<file path="src/rtl/request_encoder32_if.sv">
// request_encoder32_if: request capture and valid/ack grant bus for the 32-to-5 request encoder
interface request_encoder32_if;
    logic [31:0] req;
    logic        enable;
    logic        ack;
    logic [4:0]  index;
    logic        valid;
    logic [31:0] pending;

    modport master (output req, enable, ack, input index, valid, pending);
    modport slave  (input req, enable, ack, output index, valid, pending);
endinterface

</file>
<file path="src/rtl/request_encoder32.sv">
// request_encoder32: sticky 32-line request capture with lowest-index-first grants over valid/ack
module request_encoder32 (
    input logic                clock,
    input logic                reset,
    request_encoder32_if.slave bus
);
    typedef enum logic {IDLE, PRESENT} state_t;

    state_t      state, state_next;
    logic [31:0] pending, pending_next, onehot, clr, masked;
    logic [4:0]  index, index_next;

    function automatic logic [4:0] pe(input logic [31:0] x);
        logic [4:0] r;
        r = '0;
        for (int i = 31; i >= 0; i--)
            if (x[i]) r = 5'(i);
        return r;
    endfunction

    // Pending update and grant selection; set beats clear so a same-cycle re-request is kept
    always_comb begin
        onehot       = 32'd1 << index;
        clr          = (state == PRESENT && bus.ack) ? onehot : '0;
        pending_next = (pending & ~clr) | (bus.enable ? bus.req : '0);
        masked       = pending & ~onehot;
        state_next   = state;
        index_next   = index;
        if (state == IDLE) begin
            state_next = (pending != '0) ? PRESENT : IDLE;
            index_next = (pending != '0) ? pe(pending) : '0;
        end else if (bus.ack) begin
            state_next = (masked != '0) ? PRESENT : IDLE;
            index_next = (masked != '0) ? pe(masked) : '0;
        end
    end

    // State, presented index and pending register
    always_ff @(posedge clock or posedge reset) begin
        if (reset) begin
            state   <= IDLE;
            index   <= '0;
            pending <= '0;
        end else begin
            state   <= state_next;
            index   <= index_next;
            pending <= pending_next;
        end
    end

    assign bus.index   = index;
    assign bus.valid   = (state == PRESENT);
    assign bus.pending = pending;
endmodule

</file>
<file path="src/flat_wrapper.sv">
// flat-port wrapper written by rule: the top's interface ports become plain ports
module request_encoder32_flat 
  (clock, reset, bus_req, bus_enable, bus_ack, bus_index, bus_valid, bus_pending);
  request_encoder32_if bus_i ();
  input logic clock;
  input logic reset;
  input wire logic [$bits(bus_i.req)-1:0] bus_req;
  input wire logic [$bits(bus_i.enable)-1:0] bus_enable;
  input wire logic [$bits(bus_i.ack)-1:0] bus_ack;
  output wire logic [$bits(bus_i.index)-1:0] bus_index;
  output wire logic [$bits(bus_i.valid)-1:0] bus_valid;
  output wire logic [$bits(bus_i.pending)-1:0] bus_pending;
  assign bus_i.req = bus_req;
  assign bus_i.enable = bus_enable;
  assign bus_i.ack = bus_ack;
  assign bus_index = bus_i.index;
  assign bus_valid = bus_i.valid;
  assign bus_pending = bus_i.pending;
  request_encoder32 u_core (.clock(clock), .reset(reset), .bus(bus_i));
endmodule
</file>
<file path="config.mk">
export PLATFORM = sky130hd
export DESIGN_NAME = request_encoder32_flat
export DESIGN_NICKNAME = d
export VERILOG_FILES = /design/src/rtl/request_encoder32_if.sv /design/src/rtl/request_encoder32.sv /design/src/flat_wrapper.sv
export SDC_FILE = /design/constraint.sdc
export NUM_CORES = 1
export LEC_CHECK = 0
export ABC_CLOCK_PERIOD_IN_PS = 3400
export CAP_MARGIN = 20
export CORE_MARGIN = 3
export CORE_UTILIZATION = 40
export CTS_CLUSTER_DIAMETER = 120
export DETAILED_ROUTE_END_ITERATION = 8
export PLACE_DENSITY = 0.76
export SKIP_LAST_GASP = 1
export SLEW_MARGIN = 30
export SYNTH_ARGS = -nofsm -noshare
export SYNTH_HDL_FRONTEND = slang
export SYNTH_SLANG_ARGS = --single-unit
</file>
<file path="constraint.sdc">
create_clock -name clock -period 3.4 [get_ports clock]
set_input_delay 0.51 -clock clock [delete_from_list [all_inputs] [get_ports clock]]
set_output_delay 0.51 -clock clock [all_outputs]
set_load 0.05 [all_outputs]
</file>
==> impl_metrics.tcl <==
set metrics [dict create \
    async_flop_share 1.00 \
    syn_to_final_growth_pct 32.5 \
    cts.sink_count 38 \
    p_comb_frac 0.347 \
    wirelength_um 9500 \
    ys_seq_area_frac 0.352 \
    worstMarginPinSlew_ns 0.783 \
    layout_min_cycle_time_ns 2.71 \
    finalNetCount 440 \
    synthCells 336 \
    skew_ns 0.00422 \
    p_clk_frac 0.260 \
    totalNegativeSetupSlack_ns 0 \
    dp_hpwl_um 7130 \
    synthesis.area_um2 2700 \
    p_leak_uw 0.00127 \
    ys.flop_type "dfrtp_1" \
    setup.worst_path.start_class "register" \
    fp.dieW_um 88.2 \
    cts_inserted_buffers 5 \
    sw_frac_of_total 0.392 \
    maxCapViolCount 0 \
    vias_per_cell 6.41 \
    fin_ws_ns 0.689 \
    power_density_nw_per_um2 417 \
    io_pins 74 \
    syn_area_per_cell_um2 8.05 \
    rsz0062_at_grt "false" \
    first_global_vias 2860 \
    syn-num-nets 372 \
    crit_required_ns 3.57 \
    ys_ff_latch 38 \
    cts-root-buf "clkbuf_8" \
    path_clk_slew_ns 0.08 \
    cts_tree "built" \
    drive_gt1_frac 0.0691 \
    seqPwrFrac 0.393 \
    initial_core_util 0.419 \
    clk_latency_ns 0.30 \
    worstHoldPathType "reg2reg" \
    diodes 0 \
    antenna_left 0 \
    final-setup-viol-count 0 \
    io_buffers 73 \
    dieHeight_um 88.2 \
    fmax_mhz 369 \
    internal_power_uw 909 \
    vdd_ir_drop_max_mv 0.197 \
    die_area_um2 7780 \
    outcome "finished clean" \
    gp_congestion 0.943 \
    synth_cell_type_count 60 \
    whs_ns 0.624 \
    place_ws_ns 0.790 \
    grt_max_degree 30 \
    final_common_cell "clkdlybuf4s50_1" \
    worstPathMaxFanout 17 \
    cts-resized-gates 0 \
    num_rows 29 \
    wl_per_cell_um 19.7 \
    cts_max_level 2 \
    core_um2 6460 \
    critical_path_class "reg2reg" \
    utilization 0.555 \
    synth_edf_count 0 \
    grt_pass1_wl_um 15200 \
    drtIter0Drc 317 \
    worst_ep_arrival_time_ns 2.89 \
    routed-via-count 3090 \
    ys_warn_count 0 \
    switching_power_uw 587 \
    antenna_found_initial 0 \
    hold_viol 0 \
    clk_path_buf_depth 2 \
    drcViolationCount 0 \
    relSlewSlack 0.477 \
    grt_usage 0.254 \
    first_pass_iters 5 \
    cp-end-kind "register" \
    power_uw 1500 \
    final_cell_mix "clkdlybuf4s50_1 (72), nand2_1 (57), dfrtp_1 (38)" \
    postCtsSetupBuffers 0 \
    globalRouteOverflowTotal 0 \
    finalCritPeriodShare 0.797 \
    drv_slew 0 \
    cts_hold_buf 0 \
]
## flip-flops by register name (all words and copies together) (netlist names)
signal and flops:
u_core.bus.pending 32, u_core.bus.index 5, u_core.bus.valid 1
## worst paths after layout
kind | to | start | slack, ns | cells past startpoint
min in group asynchronous | u_core.bus.pending[22] | reset | 0.65 | 2
max | u_core.bus.index[0] | u_core.bus.index[1] | 0.69 | 7
min | u_core.bus.pending[27] | u_core.bus.pending[27] | 0.62 | 2
max in group asynchronous | u_core.bus.pending[4] | reset | 1.99 | 3
max reg2reg | u_core.bus.index[0] | u_core.bus.index[1] | 0.69 | 7
min reg2reg | u_core.bus.pending[27] | u_core.bus.pending[27] | 0.62 | 2
## worst max-delay path: stages (launching register included)
cell and delay, ns:
dfrtp_1 0.69, nand2_1 0.37, o21ai_0 0.52, nand4_1 0.29, nor4_4 0.28, nand3_2 0.15, o21ai_1 0.15, o221ai_1 0.12
## Yosys cell counts (all sizes together), types with 2 or more instances
cell	instances	share of area
nor2b	4	0.0093
mux2i	3	0.011
o41ai	3	0.012
a21oi	17	0.031
a221o	6	0.022
inv	10	0.014
buf	4	0.012
clkbuf	11	0.015
nand2	58	0.081
nand4	6	0.019
nor2	26	0.037
a22oi	17	0.047
a41oi	2	0.0065
o211ai	3	0.0083
nand2b	9	0.021
or3b	4	0.015
o31ai	7	0.019
a31oi	5	0.012
o21a	5	0.014
nand3	9	0.019
or3	4	0.011
nor4	8	0.026
nor3	3	0.0056
dfrtp	38	0.35
a21o	2	0.0056
o31a	2	0.0065
o21ai	43	0.084
a211oi	5	0.014
nand3b	3	0.0083
## cells by family after synthesis
group,synth area share
flops,0.352
simple gates,0.268
compound gates,0.323
mux,0.0153
buf+inv,0.0416
## power by group through the flow
stage	combinational (uW)	sequential, uW	clock [uW]
6_report	519	588	389
5_1_grt	555	596	418
4_1_cts	517	583	398
3_5_place_dp	516	592	0
3_3_place_gp	520	592	0
2_1_floorplan	267	655	0
## layout make-up
cell class	count	area (um2)
clock buffers	5	68.8
inverters	10	37.5
well taps	77	96.3
repair buffers	76	748
flip-flops and latches	38	951
fillers	630	2880
multi-input cells	273	1640
clock inverters	3	40.0
## stage by stage
step	instance area [um2]	cells
floorplan	2700	336
global placement	3480	474
detailed placement	3470	474
CTS	3580	482
global route	3580	482
finish	3580	482
## per-layer routing
| layer | wire (um) | part of all wire | vias to the layer above | global-route usage |
|---|---|---|---|---|
| met5 | 0 | 0 | - | 0 |
| met4 | 181 | 0.019 | 0 | 0.0646 |
| met3 | 757 | 0.080 | 23 | 0.0521 |
| met2 | 4170 | 0.44 | 167 | 0.378 |
| met1 | 4390 | 0.46 | 1486 | 0.376 |
| li1 | - | - | 1414 | - |
No activity file was read; power rests on OpenSTA's default activity.
